<file path="config.mk">
export PLATFORM = sky130hd
export DESIGN_NAME = arc4_ctrl
export DESIGN_NICKNAME = d
export VERILOG_FILES = /design/src/rtl/arc4_pkg.sv /design/src/rtl/s_port_mux.sv /design/src/rtl/arc4_ctrl.sv
export SDC_FILE = /design/constraint.sdc
export NUM_CORES = 1
export LEC_CHECK = 0
export ABC_CLOCK_PERIOD_IN_PS = 2200
export CAP_MARGIN = 20
export CORE_MARGIN = 2
export CORE_UTILIZATION = 37
export CTS_BUF_LIST = sky130_fd_sc_hd__clkbuf_4
export DETAILED_ROUTE_END_ITERATION = 8
export GPL_TIMING_DRIVEN = 1
export HOLD_SLACK_MARGIN = 0.1
export PLACE_DENSITY = 0.84
export SETUP_SLACK_MARGIN = 0.15
export SYNTH_ARGS = -nofsm -noshare
export SYNTH_HDL_FRONTEND = slang
export SYNTH_SLANG_ARGS = --single-unit
</file>
<file path="constraint.sdc">
create_clock -name clk -period 2.2 [get_ports clk]
set_clock_uncertainty 0.15 [all_clocks]
set_input_delay 0.33 -clock clk [delete_from_list [all_inputs] [get_ports clk]]
set_output_delay 0.33 -clock clk [all_outputs]
set_load 0.02 [all_outputs]
</file>
<file path="src/rtl/arc4_pkg.sv">
// ============================================================================
// Module      : arc4_pkg
// Description : Shared types and constants for the ARC4 control path.
// Revision    : 1.0 - initial release
// ============================================================================
`default_nettype none

package arc4_pkg;

   localparam int KEY_W  = 24;
   localparam int ADDR_W = 8;
   localparam int DATA_W = 8;

   typedef enum logic [2:0] {
      ST_IDLE      = 3'd0,
      ST_INIT_REQ  = 3'd1,
      ST_INIT_WAIT = 3'd2,
      ST_KSA_REQ   = 3'd3,
      ST_KSA_WAIT  = 3'd4,
      ST_PRGA_REQ  = 3'd5,
      ST_PRGA_WAIT = 3'd6
   } state_t;

   // Which sub-unit currently drives the shared S-memory port.
   localparam logic [1:0] OWN_NONE = 2'd0;
   localparam logic [1:0] OWN_INIT = 2'd1;
   localparam logic [1:0] OWN_KSA  = 2'd2;
   localparam logic [1:0] OWN_PRGA = 2'd3;

   function automatic logic [1:0] state_owner(input state_t s);
      logic [1:0] own;
      own = OWN_NONE;
      case (s)
         ST_INIT_REQ, ST_INIT_WAIT: own = OWN_INIT;
         ST_KSA_REQ,  ST_KSA_WAIT:  own = OWN_KSA;
         ST_PRGA_REQ, ST_PRGA_WAIT: own = OWN_PRGA;
         default:                   own = OWN_NONE;
      endcase
      return own;
   endfunction

endpackage

`default_nettype wire

</file>
<file path="src/rtl/s_port_mux.sv">
// ============================================================================
// Module      : s_port_mux
// Description : Routes the owning sub-unit's request onto the S-memory port.
// Revision    : 1.0 - initial release
// ============================================================================
`default_nettype none

module s_port_mux
   import arc4_pkg::*;
(
   input  logic [1:0]        owner_i,
   input  logic [ADDR_W-1:0] init_addr_i,
   input  logic [DATA_W-1:0] init_wrdata_i,
   input  logic              init_wren_i,
   input  logic [ADDR_W-1:0] ksa_addr_i,
   input  logic [DATA_W-1:0] ksa_wrdata_i,
   input  logic              ksa_wren_i,
   input  logic [ADDR_W-1:0] prga_addr_i,
   input  logic [DATA_W-1:0] prga_wrdata_i,
   input  logic              prga_wren_i,
   output logic [ADDR_W-1:0] s_addr_o,
   output logic [DATA_W-1:0] s_wrdata_o,
   output logic              s_wren_o
);

   always_comb begin
      s_addr_o   = '0;
      s_wrdata_o = '0;
      s_wren_o   = 1'b0;
      case (owner_i)
         OWN_INIT: begin
            s_addr_o   = init_addr_i;
            s_wrdata_o = init_wrdata_i;
            s_wren_o   = init_wren_i;
         end
         OWN_KSA: begin
            s_addr_o   = ksa_addr_i;
            s_wrdata_o = ksa_wrdata_i;
            s_wren_o   = ksa_wren_i;
         end
         OWN_PRGA: begin
            s_addr_o   = prga_addr_i;
            s_wrdata_o = prga_wrdata_i;
            s_wren_o   = prga_wren_i;
         end
         default: ;
      endcase
   end

endmodule

`default_nettype wire

</file>
<file path="src/rtl/arc4_ctrl.sv">
// ============================================================================
// Module      : arc4_ctrl
// Description : Sequences init, KSA and PRGA sub-units and arbitrates S-memory.
// Revision    : 1.0 - initial release
// ============================================================================
`default_nettype none

module arc4_ctrl
   import arc4_pkg::*;
(
   input  logic              clk,
   input  logic              rst,
   input  logic              en,
   output logic              rdy,
   output logic              done,
   input  logic [KEY_W-1:0]  key,
   output logic [KEY_W-1:0]  ksa_key,
   output logic              init_en,
   output logic              ksa_en,
   output logic              prga_en,
   input  logic              init_rdy,
   input  logic              ksa_rdy,
   input  logic              prga_rdy,
   input  logic [ADDR_W-1:0] init_addr,
   input  logic [DATA_W-1:0] init_wrdata,
   input  logic              init_wren,
   input  logic [ADDR_W-1:0] ksa_addr,
   input  logic [DATA_W-1:0] ksa_wrdata,
   input  logic              ksa_wren,
   input  logic [ADDR_W-1:0] prga_addr,
   input  logic [DATA_W-1:0] prga_wrdata,
   input  logic              prga_wren,
   output logic [ADDR_W-1:0] s_addr,
   output logic [DATA_W-1:0] s_wrdata,
   output logic              s_wren
);

   state_t           state_q, state_d;
   logic             seen_busy_q, seen_busy_d;
   logic             done_q, done_d;
   logic [KEY_W-1:0] key_q, key_d;
   logic [1:0]       owner;

   always_ff @(posedge clk or posedge rst) begin
      if (rst) begin
         state_q     <= ST_IDLE;
         seen_busy_q <= 1'b0;
         done_q      <= 1'b0;
         key_q       <= '0;
      end else begin
         state_q     <= state_d;
         seen_busy_q <= seen_busy_d;
         done_q      <= done_d;
         key_q       <= key_d;
      end
   end

   // A WAIT state only advances after the sub-unit has been seen busy, so a
   // sub-unit that has not yet reacted to its enable is not mistaken for done.
   always_comb begin
      state_d     = state_q;
      seen_busy_d = seen_busy_q;
      done_d      = 1'b0;
      key_d       = key_q;
      rdy         = 1'b0;
      init_en     = 1'b0;
      ksa_en      = 1'b0;
      prga_en     = 1'b0;
      case (state_q)
         ST_IDLE: begin
            rdy = 1'b1;
            if (en) begin
               state_d = ST_INIT_REQ;
               key_d   = key;
            end
         end
         ST_INIT_REQ: begin
            seen_busy_d = 1'b0;
            if (init_rdy) begin
               init_en = 1'b1;
               state_d = ST_INIT_WAIT;
            end
         end
         ST_INIT_WAIT: begin
            if (!init_rdy)        seen_busy_d = 1'b1;
            else if (seen_busy_q) state_d     = ST_KSA_REQ;
         end
         ST_KSA_REQ: begin
            seen_busy_d = 1'b0;
            if (ksa_rdy) begin
               ksa_en  = 1'b1;
               state_d = ST_KSA_WAIT;
            end
         end
         ST_KSA_WAIT: begin
            if (!ksa_rdy)         seen_busy_d = 1'b1;
            else if (seen_busy_q) state_d     = ST_PRGA_REQ;
         end
         ST_PRGA_REQ: begin
            seen_busy_d = 1'b0;
            if (prga_rdy) begin
               prga_en = 1'b1;
               state_d = ST_PRGA_WAIT;
            end
         end
         ST_PRGA_WAIT: begin
            if (!prga_rdy) begin
               seen_busy_d = 1'b1;
            end else if (seen_busy_q) begin
               state_d = ST_IDLE;
               done_d  = 1'b1;
            end
         end
         default: state_d = ST_IDLE;
      endcase
   end

   assign done    = done_q;
   assign ksa_key = key_q;
   assign owner   = state_owner(state_q);

   s_port_mux u_s_port_mux (
      .owner_i       (owner),
      .init_addr_i   (init_addr),
      .init_wrdata_i (init_wrdata),
      .init_wren_i   (init_wren),
      .ksa_addr_i    (ksa_addr),
      .ksa_wrdata_i  (ksa_wrdata),
      .ksa_wren_i    (ksa_wren),
      .prga_addr_i   (prga_addr),
      .prga_wrdata_i (prga_wrdata),
      .prga_wren_i   (prga_wren),
      .s_addr_o      (s_addr),
      .s_wrdata_o    (s_wrdata),
      .s_wren_o      (s_wren)
   );

endmodule

`default_nettype wire

</file>
==> results.cfg, run 1 <==
[clocking]
cts_root_buffer = clkbuf_4
cts_buffer_depth = 2
clk-insertion-delay-late_ns = 0.32
cts-buffers-inserted = 5
cts_tree = done
cts.sinks = 29
h-tree-depth = 2
cts_hold_buf = 0
clk_pin_slew_ns = 0.10

[routing]
drc_errors = 0
avgRoutedWirePerCell_um = 15.0
vias = 1930
firstDrtPassIters = 4
drtIter0Drc = 98
wl_um = 5670
vias_per_cell = 5.09
drtAntennaViolNets = 0

[global_routing]
grt_pass1_vias = 1883
grt_max_degree = 52
grt_remaining_overflow = 0
track_usage = 0.202
grt_pass1_wl_um = 8760
antenna_found_initial = 0

[timing]
worstMarginPinSlew_ns = 0.430
finalSetupViolations = 17
slew_headroom = 0.713
setup_ws_ns = -0.151
fin_crit_sh = 1.07
slew_violations = 0
fin_hold_ws_ns = 0.252
rsz0062_at_grt = yes
max_freq_mhz = 425
final_hold_viol_count = 0
fin_crit_ns = 2.35

[floorplanning]
start_util = 0.388
dieHeight_um = 74.8
die-area_um2 = 5600
core_um2 = 4790
row_count = 25
die_x_um = 74.8
ios = 127

[final_layout]
final_common_cell = clkdlybuf4s50_1
nets = 396
finish.instance_area_um2 = 3390
n_antenna_cell = 0
layout_common_cells = clkdlybuf4s50_1, nand3_1, dfrtp_1
drive_gt1_frac = 0.301
area_growth_pct = 82.7

[critical_path]
reg2regPathDepth = 7
end_kind = primary output
cp_data_arrival_time_ns = 1.87
crit_fanout = 8
r2r-start = state_q[0]
r2r_slack_ns = 0.25
cp-start-kind = register
critPathRequiredTime_ns = 1.72
rr_endpoint = ksa_key[18]
path_class = reg -> out

[placed_design]
io_buffers = 126
pre_cts_slack_ns = -0.346
place.gp.congestion = 0.791
placed_cell_area_um2 = 3280
place_hpwl_um = 4410

[logic_synthesis]
yosys_warnings = 0
ys_ff_latch = 29
syn-num-nets = 264
synth_flop_cell = dfrtp_1
synth_cell_types = 32
synth_enable_flop_cells = 0
syn_avg_cell_area_um2 = 10.4
synthCells = 179
async_reset_ff_frac = 1.00
ys_seq_area_frac = 0.391
syn_area_um2 = 1860

[hold_path]
hold_path_class = in -> async

[pwr]
leakage_nw = 1.56
p_per_area_nw_per_um2 = 1630
peakVddDrop_mv = 1.06

[job]
maxCapViolCount = 0

[run_status]
status = finished with violations
violations = negative setup slack
-- kinds of logic after synthesis --
kind of cell	Yosys count	share of synthesized area
and+or+nand+nor	85	0.265
DFF	29	0.391
muxes	28	0.208
buffers and inverters	19	0.0573
AOI/OAI and AO/OA	14	0.0513
adders and majority gates	4	0.0270
-- routing by layer --
metal / vias up / wire [um] / global-route usage / part of all wire
met3: 6 / 488 / 0.0562 / 0.086
met2: 95 / 2890 / 0.362 / 0.51
met1: 916 / 2230 / 0.238 / 0.39
li1: 913 / - / - / -
met5: - / 0 / 0 / 0
met4: 0 / 65 / 0.0556 / 0.011
-- how the worst max path moves through the flow --
stage / startpoint / to / slack (ns) / cells after the start
6_report: state_q[1] / s_wrdata[1] / -0.15 / 8
5_1_grt: state_q[0] / s_wrdata[0] / -0.27 / 8
4_1_cts: state_q[1] / s_wrdata[6] / -0.19 / 8
3_5_place_dp: state_q[0] / s_wrdata[2] / -0.35 / 8
3_3_place_gp: state_q[0] / s_wrdata[2] / -0.26 / 8
2_1_floorplan: state_q[1] / s_wrdata[0] / 0.15 / 7
-- critical path, cell delays in order, from the launching register on --
cell and delay (ns):
dfrtp_1 0.42, buf_4 0.15, ha_1 0.21, nor2_2 0.15, a21o_1 0.15, buf_6 0.14
nand3_1 0.11, nand3_2 0.10, buf_6 0.11
-- Yosys cell counts, types with 2 or more instances --
cell | number | area, um2
buf_4 | 2 | 15.0
buf_6 | 3 | 33.8
nor2_1 | 4 | 15.0
buf_2 | 4 | 20.0
nand3_1 | 52 | 260
a21oi_1 | 6 | 30.0
mux2i_1 | 3 | 30.0
dfrtp_1 | 29 | 726
and3_1 | 2 | 12.5
clkbuf_1 | 5 | 18.8
mux2_2 | 5 | 56.3
mux2_4 | 20 | 300
inv_1 | 4 | 15.0
nor2b_1 | 3 | 18.8
nand3b_1 | 17 | 128
ha_1 | 4 | 50.1
-- where the power goes --
group          total [W]  internal, W  switching (W)
registers       0.000955     0.000799       0.000156
clock network   0.000297     0.000115       0.000182
logic            0.00428      0.00218        0.00209
total            0.00553      0.00310        0.00243
-- stage by stage --
step / power [W] / TNS [ns] / utilization / instances
2_1_floorplan: 0.00345 / 0 / - / 179
3_3_place_gp: 0.00500 / -4.17 / 0.685 / 369
3_5_place_dp: 0.00509 / -5.10 / 0.685 / 369
4_1_cts: 0.00531 / -2.86 / 0.689 / 378
5_1_grt: 0.00589 / -4.31 / 0.708 / 379
6_report: 0.00553 / -2.14 / 0.708 / 379
-- timing repair --
action / CTS / global route
setup buffers: 1 / 1
gates cloned: 0 / 0
pin swaps: 3 / 4
resized for setup: 102 / 26
setup endpoints to repair: 41 / 21
-- final cells by class --
class / instances / area (um2)
clock buffer: 5 / 37.5
clock inverter: 3 / 12.5
fill: 357 / 1400
inverter: 5 / 18.8
multi-input combinational: 131 / 1130
sequential: 29 / 726
tap: 67 / 83.8
timing repair buffer: 139 / 1380
-- sequential cells by signal, summed over array words and instances, names as in the netlist --
signal       cells
done             1
state_q          3
seen_busy_q      1
ksa_key         24
No activity file was read; power rests on OpenSTA's default activity.
==> run 2, diff against run 1 <==
- CORE_MARGIN: 2 -> unset
==> run 2 against run 1 <==
The run still ends with negative setup slack left. Clock power grew 8.4%. First-iteration DRC count shrank 37%. Sequential share of layout area shrank 1.3 points. Sequential power grew 2.2%. Worst setup slack lost 0.062 ns. Sequential cell count is the same. Maximum frequency shrank 2.6%. Utilization grew 4.8 points. Power grew 7.8%. Critical path type unchanged.
==> results.cfg, run 2 (synthesis results as in run 1) <==
[critical_path]
crit_fanout = 6
r2r-start = state_q[0]
worst-path-stages = 9
cp_data_arrival_time_ns = 1.93
critPathTopFamily = flip-flops
path_class = reg -> out
startpoint = state_q[0]
end_kind = primary output
cpMaxStageDelayCell = dfrtp_2
cp-start-kind = register
critPathRequiredTime_ns = 1.72
rr_endpoint = ksa_key[14]
crit_end = s_wrdata[7]
critPathMaxStageDelay_ns = 0.46
reg2regPathDepth = 9
crit_buf_inv = 4
timing.critical_path.mode_cell = buf_6
path_cells = inv_4 -> ha_4 -> nor3_4 -> a21o_1 -> buf_6 -> buf_16 -> nand3_1 -> nand3_2 -> buf_6
r2r_slack_ns = 0.19

[routing]
met1_length_um = 2170
firstDrtPassIters = 4
dr_wl_met3_um = 551
top_layer_used = met4
drc_errors = 0
vias = 1928
drtIter0Drc = 62
drtAntennaViolNets = 0
wl_met2_um = 2730
avgRoutedWirePerCell_um = 14.3
wl_um = 5540
vias_per_cell = 4.98

[final_layout]
largest_reg_flops = 24
drive_gt1_frac = 0.363
finish.instance_area_um2 = 3620
area_growth_pct = 95.1
n_antenna_cell = 0
nets = 404
layout_common_cells = clkdlybuf4s50_1, dfrtp_1, nand3_2
final_common_cell = clkdlybuf4s50_1
fillers = 328

[placed_design]
pre_cts_slack_ns = -0.345
place_hpwl_um = 4100
place.gp.congestion = 0.860
placed_cell_area_um2 = 3350
io_buffers = 126

[timing]
fin_crit_sh = 1.10
rsz0062_at_grt = yes
finalSetupViolations = 18
fin_crit_ns = 2.41
slew_violations = 0
slew_headroom = 0.760
max_freq_mhz = 414
fin_hold_ws_ns = 0.223
worstMarginPinSlew_ns = 0.361
final_hold_viol_count = 0
setup_ws_ns = -0.213

[clocking]
cts_tree = done
cts_root_buffer = clkbuf_4
cts_buffer_depth = 2
cts_hold_buf = 0
cts-buffers-inserted = 5
h-tree-depth = 2
cts.sinks = 29
clk_pin_slew_ns = 0.10
clk-insertion-delay-late_ns = 0.34

[pwr]
power_w = 0.00596
p_per_area_nw_per_um2 = 1650
leakage_nw = 1.65
peakVddDrop_mv = 1.12

[global_routing]
grt_remaining_overflow = 0
antenna_found_initial = 0
track_usage = 0.216
grt_pass1_wl_um = 8610
grt_pass1_vias = 1864
grt_max_degree = 52

[floorplanning]
dieHeight_um = 72.8
start_util = 0.388
ios = 127
core_um2 = 4790
row_count = 25
die-area_um2 = 5300
die_x_um = 72.8

[hold_path]
hold_path_class = in -> async

[job]
maxCapViolCount = 0

[run_status]
status = finished with violations
violations = negative setup slack
-- run 2: routing by layer --
layer / global-route usage / up-vias
met3: 0.0843 / 8
met5: 0 / -
li1: - / 926
met2: 0.367 / 101
met1: 0.244 / 893
met4: 0.0828 / 0
-- run 2: worst reg2reg max path, cell delays in order, from the launching register on --
cell	delay [ns]
dfrtp_2	0.48
inv_4	0.09
ha_2	0.20
buf_4	0.15
inv_2	0.05
nor2_4	0.10
buf_4	0.12
nand2_4	0.09
buf_12	0.17
mux2_4	0.30
-- run 2: through the flow --
step / setup TNS [ns] / std cells / utilization
2_1_floorplan: 0 / 179 / -
5_1_grt: -5.63 / 387 / 0.757
3_3_place_gp: -4.81 / 373 / 0.699
6_report: -3.46 / 387 / 0.757
3_5_place_dp: -5.48 / 373 / 0.699
4_1_cts: -3.38 / 385 / 0.730
-- run 2: final cells by class --
cell class | instances | area, um2 | share of cell area
Inverter | 5 | 23.8 | 0.00657
Multi-Input combinational cell | 131 | 1200 | 0.332
Clock inverter | 3 | 17.5 | 0.00484
Timing Repair Buffer | 147 | 1530 | 0.422
Clock buffer | 5 | 37.5 | 0.0104
Sequential cell | 29 | 728 | 0.201
Tap cell | 67 | 83.8 | 0.0232
-- run 2: worst min path at each step --
stage,depth (start not counted),endpoint,slack [ns],from
after floorplan,1,done,0.26,rst
after global placement,1,ksa_key[21],0.34,ksa_key[21]
after detailed placement,1,ksa_key[2],0.34,ksa_key[2]
after CTS,3,ksa_key[19],0.22,rst
after global routing,3,ksa_key[19],0.24,rst
final,3,ksa_key[4],0.22,rst
-- run 2: where the power goes --
group | internal (W) | switching (W)
clock | 0.000120 | 0.000202
sequential | 0.000803 | 0.000173
combinational | 0.00246 | 0.00220
total | 0.00339 | 0.00257
-- run 2: what timing repair did --
| item | CTS | global route |
|---|---|---|
| endpoints found under the setup margin | 21 | 41 |
| pin swaps | 2 | 15 |
| cloned | 1 | 0 |
| resized for setup | 126 | 26 |
| buffers inserted | 3 | 2 |
